--- config.mk ---
export PLATFORM = sky130hd
export DESIGN_NAME = restoring_divider
export DESIGN_NICKNAME = d
export VERILOG_FILES = /design/src/rtl/restoring_divider.sv
export SDC_FILE = /design/constraint.sdc
export NUM_CORES = 1
export LEC_CHECK = 0
export CAP_MARGIN = 40
export CELL_PAD_IN_SITES_DETAIL_PLACEMENT = 2
export CELL_PAD_IN_SITES_GLOBAL_PLACEMENT = 2
export CORE_ASPECT_RATIO = 1.25
export CORE_MARGIN = 5
export CORE_UTILIZATION = 35
export CTS_BUF_LIST = sky130_fd_sc_hd__clkbuf_4 sky130_fd_sc_hd__clkbuf_8
export DETAILED_ROUTE_END_ITERATION = 10
export HOLD_SLACK_MARGIN = 0.08
export PLACE_DENSITY = 0.94
export SLEW_MARGIN = 40
export SYNTH_ARGS = -nofsm -noshare
export SYNTH_HDL_FRONTEND = slang
export SYNTH_SLANG_ARGS = --single-unit
export TNS_END_PERCENT = 50
--- constraint.sdc ---
create_clock -name clk -period 5.86 [get_ports clk]
set_input_delay 0.586 -clock clk [delete_from_list [all_inputs] [get_ports clk]]
set_output_delay 0.586 -clock clk [all_outputs]
set_load 0.1 [all_outputs]
--- src/rtl/restoring_divider.sv ---
// -----------------------------------------------------------------------------
// restoring_divider
//
// Multi-cycle unsigned restoring divider. It computes one quotient bit per
// clock, taking the dividend MSB first. A nonzero-divisor operation runs for
// W cycles in RUN. It then spends one cycle in DONE and returns to IDLE.
// A zero divisor skips RUN. It goes straight to DONE with quotient = all
// ones, remainder = dividend and div_by_zero set.
//
// Ports
//   clk          sole clock, rising edge
//   reset        synchronous, active-high; clears control and all registers
//   start        begin a division (accepted only in IDLE)
//   dividend     unsigned numerator, latched when start is accepted
//   divisor      unsigned denominator, latched when start is accepted
//   busy         high while iterating (RUN)
//   done         one-cycle pulse marking valid results (DONE)
//   quotient     unsigned quotient, held until the next accepted start
//   remainder    unsigned remainder, held until the next accepted start
//   div_by_zero  set with done when the latched divisor was 0; held until
//                the next accepted start
// -----------------------------------------------------------------------------
module restoring_divider #(
    parameter int W = 4
) (
    input  logic         clk,
    input  logic         reset,
    input  logic         start,
    input  logic [W-1:0] dividend,
    input  logic [W-1:0] divisor,
    output logic         busy,
    output logic         done,
    output logic [W-1:0] quotient,
    output logic [W-1:0] remainder,
    output logic         div_by_zero
);

    localparam int CNT_W = $clog2(W + 1);

    typedef enum logic [1:0] {
        S_IDLE = 2'd0,
        S_RUN  = 2'd1,
        S_DONE = 2'd2
    } state_t;

    state_t state, state_next;

    logic [W-1:0]     rem_acc;   // partial remainder between iterations
    logic [W-1:0]     dvd_sh;    // dividend shifts out MSB-first, quotient shifts in
    logic [W-1:0]     dsr;       // latched divisor
    logic [CNT_W-1:0] cnt;       // iteration counter

    logic [W:0]       acc_shift;
    logic [W:0]       acc_diff;
    logic             fits;
    logic [W-1:0]     rem_next;
    logic [W-1:0]     sh_next;
    logic             last_iter;

    // One restoring step on a W+1 bit working value. The partial remainder
    // is always below the divisor. So acc_shift < 2*divisor, and the borrow
    // (bit W) of the full-width difference is exactly "acc_shift < divisor".
    // After a successful subtract the result is below the divisor again.
    // Its bit W is therefore always zero, and only W bits need storing.
    always_comb begin
        acc_shift = {rem_acc, dvd_sh[W-1]};
        acc_diff  = acc_shift - {1'b0, dsr};
        fits      = ~acc_diff[W];
        rem_next  = fits ? acc_diff[W-1:0] : acc_shift[W-1:0];
        sh_next   = {dvd_sh[W-2:0], fits};
        last_iter = (state == S_RUN) && (cnt == CNT_W'(W - 1));
    end

    // State register
    always_ff @(posedge clk) begin
        if (reset) begin
            state <= S_IDLE;
        end else begin
            state <= state_next;
        end
    end

    // Next-state logic
    always_comb begin
        state_next = state;
        case (state)
            S_IDLE: begin
                if (start) begin
                    state_next = (divisor == '0) ? S_DONE : S_RUN;
                end
            end
            S_RUN: begin
                if (last_iter) begin
                    state_next = S_DONE;
                end
            end
            S_DONE:  state_next = S_IDLE;
            default: state_next = S_IDLE;
        endcase
    end

    // Output decode
    always_comb begin
        busy = (state == S_RUN);
        done = (state == S_DONE);
    end

    // Datapath and result registers
    always_ff @(posedge clk) begin
        if (reset) begin
            rem_acc     <= '0;
            dvd_sh      <= '0;
            dsr         <= '0;
            cnt         <= '0;
            quotient    <= '0;
            remainder   <= '0;
            div_by_zero <= 1'b0;
        end else begin
            case (state)
                S_IDLE: begin
                    if (start) begin
                        dvd_sh      <= dividend;
                        dsr         <= divisor;
                        rem_acc     <= '0;
                        cnt         <= '0;
                        div_by_zero <= (divisor == '0);
                        // Zero divisor: results are known now, DONE is next.
                        if (divisor == '0) begin
                            quotient  <= '1;
                            remainder <= dividend;
                        end
                    end
                end
                S_RUN: begin
                    rem_acc <= rem_next;
                    dvd_sh  <= sh_next;
                    cnt     <= cnt + 1'b1;
                    if (last_iter) begin
                        quotient  <= sh_next;
                        remainder <= rem_next;
                    end
                end
                default: begin
                end
            endcase
        end
    end

endmodule
# ---- Yosys cells after proc, flatten, opt, wreduce, memory -nomap -nowiden
# Index checks and enable logic that the tools add are counted.
dict set report totals {
  reg_bits 26
  latchBits 0
  ramBits 0
  romBits 0
  inputBits 11
  out_inout_bits 11
  word_cells 44
  n_memories 0
}
dict set report op_classes {
  n_addsub 2
  mul 0
  div_mod_pow 0
  magnitude_cmp 0
  n_eq_ne 6
  shifts 0
  muxes 19
  bitwise_logic 1
  reduce_logical 8
}
# op count
set op_table {}
lappend op_table {{4-bit 2-to-1 mux} 9}
lappend op_table {{4-bit case mux with 2 select lines} 4}
lappend op_table {{2-bit 2-to-1 mux} 3}
lappend op_table {{3-bit case mux with 2 select lines} 1}
lappend op_table {{2-bit AND reduction} 3}
lappend op_table {{5-bit by 4-bit subtractor with 5-bit output} 1}
lappend op_table {{4-bit logical NOT} 1}
lappend op_table {{2-bit != test, second input constant} 2}
lappend op_table {{2-bit case mux with 2 select lines} 1}
lappend op_table {{4-bit AND reduction} 1}
lappend op_table {{3-bit by 1-bit adder with 3-bit output, second input constant} 1}
lappend op_table {{3-bit by 2-bit equality test with 1-bit output, second input constant} 1}
lappend op_table {{3-bit 2-to-1 mux} 1}
lappend op_table {{2-bit by 1-bit equality test with 1-bit output, second input constant} 1}
lappend op_table {{2-bit equality test, second input constant} 1}
lappend op_table {{2-bit logical NOT} 1}
lappend op_table {{2-bit by 1-bit != test with 1-bit output, second input constant} 1}
lappend op_table {{2-bit nonzero test} 1}
lappend op_table {{1-bit logical AND} 1}
lappend op_table {{1-bit NOT} 1}

# ---- Depth between registers and ports, before layout
dict set report depth {
  ltp_word 4
  depth_mapped 9
  ltp_nobuf 9
}

# ---- Worst setup path before layout
# OpenSTA, ideal clock, no wires.
dict set report synth_path {
  path_kind {register -> output}
  startpoint {register state[1]}
  endpoint {output port done}
  t_arrival_ns 1.734
  required_time_ns 5.274
  path_slack_ns 3.540
  stages_incl_launch_ff 3
  path_buffers 0
  cell_sequence {dfxtp_1 -> inv_1 -> nor2_1}
}
dict set report synth_between {
  elab_chain_cells 1
}
# element line
set synth_lines {}
lappend synth_lines {{start, declared} 46} ;# state_t state, state_next;
lappend synth_lines {{start signal, assigned} 79} ;# state <= state_next;
lappend synth_lines {{2-bit equality test} 105} ;# done = (state == S_DONE);
lappend synth_lines {{end, declared} 32} ;# output logic done,
# No other way between the ends.

# ---- Final worst setup path
dict set report layout_path {
  startpoint {input port divisor[3]}
  endpoint {register quotient[0]}
}
dict set report layout_between {
  elab_chain_cells 3
}
# element line
set layout_lines {}
lappend layout_lines {{start, declared} 30} ;# input logic [W-1:0] divisor,
lappend layout_lines {{4-bit logical NOT} 128} ;# if (divisor == '0) begin
lappend layout_lines {{2-bit != test (no line)} n/a}
lappend layout_lines {{4-bit AND reduction (no line)} n/a}
lappend layout_lines {{end signal, assigned} 139} ;# quotient <= sh_next;
lappend layout_lines {{end, declared} 33} ;# output logic [W-1:0] quotient,
# No other way between the ends.
# A chain may end at the register's enable or synchronous reset.

==> results.cfg <==
[run_status]
status = complete, no violations

[finish]
final_cells = 206
drive_gt1_share_pct = 16.2
area_growth_pct = 16.5
num_antenna_cells = 0
nets = 186

[synthesis]
synthMostInstantiatedCell = nor2_1
synth_seq_cells = 26
yosysTopAreaCellShare_pct = 40.2
ys_top_cells_by_area = dfxtp_1, nor2_1, ha_1
synth.yosys.seq_area_share_pct = 40.2
synthTopCellsByCount = nor2_1, dfxtp_1, nand2_1, a21oi_1, inv_1
yosys_warnings = 0
syn_area_um2 = 1290
synthCells = 150
syn_nets = 168
post-synth-top-area-cell = dfxtp_1
ys_types = 34
syn_area_per_cell_um2 = 8.63
async_reset_ff_share_pct = 0
synth_edf_count = 0
synth_top_flop_cell = dfxtp_1

[critical_path]
path_class = input port to flop
critPathMaxStageDelay_ns = 0.60
required_ns = 6.01
reg2reg_from = dvd_sh[3]$_SDFFE_PP0P_
reg2reg_setup_slack_ns = 3.52
worst-r2r-cell-count = 9
crit_top_cell = nor2_1
timing.rr.end = remainder[2]$_SDFFE_PP0P_
critical_path.cell_chain = clkdlybuf4s50_1, nor4_1, nor2_1, nor3_4, nand2_1, o22ai_1, nor2_1
critPathLaunchType = input port
cp_top_family = simple AND/OR/NAND/NOR gates
critPathBufInv = 1
critPathCaptureType = flop
cpMaxStageDelayCell = nor3_4
arrival_ns = 2.64
crit_path_max_fanout = 16

[power_and_ir_drop]
internal_power_uw = 307
p_seq_share_pct = 40.7
switching_share_pct = 39.3
power_frac_clock_pct = 22.9
power_uw = 506
p_leak_uw = 0.000598
combPwrFrac_pct = 36.4
peakVddDrop_v = 0.0000949
powerDensity_nw_per_um2 = 335
p_switching_uw = 199

[global_route]
grt_max_degree = 27
grt_usage_pct = 16.1
grt_pass1_vias = 1257
grt_remaining_overflow = 0
grt_pass1_wl_um = 6340
antenna_found_initial = 0

[clocking]
cts_tree = done
hold_buffers = 0
insertion_delay_ns = 0.27
clock_path_buffers = 2
numCtsBuffers = 3
clock-sinks = 26
path_clk_slew_ns = 0.09
cts-root-buf = clkbuf_8
cts_resized = 0
cts_setup_buffers = 0
htree_levels = 1

[timing]
slew_violations = 0
relSlewSlack_pct = 55.8
tightest_slew_ns = 0.661
finalWorstSetupSlack_ns = 3.37
hold_viol = 0
fin_tns_setup_ns = 0
min_period_ns = 2.49
finalCritPeriodShare_pct = 42.6
rsz0062_at_grt = no
setup_viol = 0
fmax_ghz = 0.401
skew_ns = 0.00598

[place]
gp_congestion = 0.777
place_inst = 202
port_buffers = 21
dp_slack_ns = 3.11
hpwl_um = 2810

[drt]
drc = 0
top_layer = met4
dr.pass1.iters = 4
viasPerCell = 5.50
ant_nets = 0
wl_met3_um = 149
met2_length_um = 1950
wl_per_cell_um = 17.8
drt-total-wl_um = 3670
dr_total_vias = 1133
drt-met1-wl_um = 1500
initialDrtViolationCount = 48

[floorplanning]
initial_utilization_pct = 36.5
fp.coreArea_um2 = 3540
pin_count = 22
chipWidth_um = 64.4
dieArea_um2 = 5020
dieHeight_um = 78.0
row_count = 24

[run]
cap_viol_max_count = 0

[min_path]
hold_path_class = flop to flop
hp-start = cnt[0]$_SDFFE_PP0P_
whs_path_depth = 1
min_to = cnt[0]$_SDFFE_PP0P_
[cell type report]
type                       count  area [µm²]
sequential                    26         520
fill                         403        2030
clock buffer                   4        55.1
inverter                      11        46.3
timing repair buffer          21         150
tap                           39        48.8
multi-input combinational    105         688
[stage by stage]
stage	area [µm²]	util, %	hold WS, ns
6_report	1510	42.6	0.506
5_1_grt	1510	42.6	0.538
4_1_cts	1510	42.6	0.506
3_5_place_dp	1450	41.0	0.483
3_3_place_gp	1510	42.6	0.460
2_1_floorplan	1290	-	0.444
[flip-flops by register name, indices dropped and copies added (netlist names)]
name,cells
quotient,4
dvd_sh,4
rem_acc,4
state,2
cnt,3
remainder,4
dsr,4
div_by_zero,1
[cell usage in the layout, fill, tap and decap left out, types with 2 or more instances in the layout]
master,count
nor2_1,30
dfxtp_1,26
nand2_1,16
a21oi_1,13
buf_2,12
inv_1,10
clkdlybuf4s50_1,9
nand2b_1,6
a311oi_1,6
ha_1,6
a211oi_1,5
clkbuf_8,4
nor4_1,2
a311oi_2,2
o211ai_1,2
[per-layer routing]
metal | up-vias | global-route usage [%]
met5 | - | 0
met4 | 0 | 6.13
met3 | 6 | 2.46
met2 | 27 | 29.9
met1 | 554 | 18.3
li1 | 546 | -
[cells by family after synthesis]
| family | share of synthesized area (%) |
|---|---|
| mux | 1.93 |
| fa+ha+maj | 7.34 |
| xor+xnor | 2.80 |
| flops | 40.2 |
| compound gates | 19.3 |
| buf+inv | 6.96 |
| simple gates | 21.5 |
[power by group through the flow]
| stage | registers [µW] | logic (µW) | clock network [µW] |
|---|---|---|---|
| floorplan | 250 | 104 | 0 |
| global placement | 209 | 182 | 0 |
| detailed placement | 210 | 184 | 0 |
| CTS | 206 | 187 | 118 |
| global route | 209 | 199 | 128 |
| finish | 206 | 184 | 116 |
[worst max-delay path by stage]
stage | start | to | slack, ns | cells past startpoint
3_5_place_dp | divisor[3] | remainder[2]$_SDFFE_PP0P_ | 3.11 | 6
4_1_cts | divisor[3] | quotient[0]$_SDFFE_PP0P_ | 3.34 | 7
5_1_grt | divisor[3] | quotient[0]$_SDFFE_PP0P_ | 3.21 | 7
2_1_floorplan | state[1]$_SDFFE_PP0P_ | done | 3.54 | 2
3_3_place_gp | state[0]$_SDFFE_PP0P_ | busy | 3.15 | 3
6_report | divisor[3] | quotient[0]$_SDFFE_PP0P_ | 3.37 | 7
Note: power is estimated with default switching activity, not from simulation.
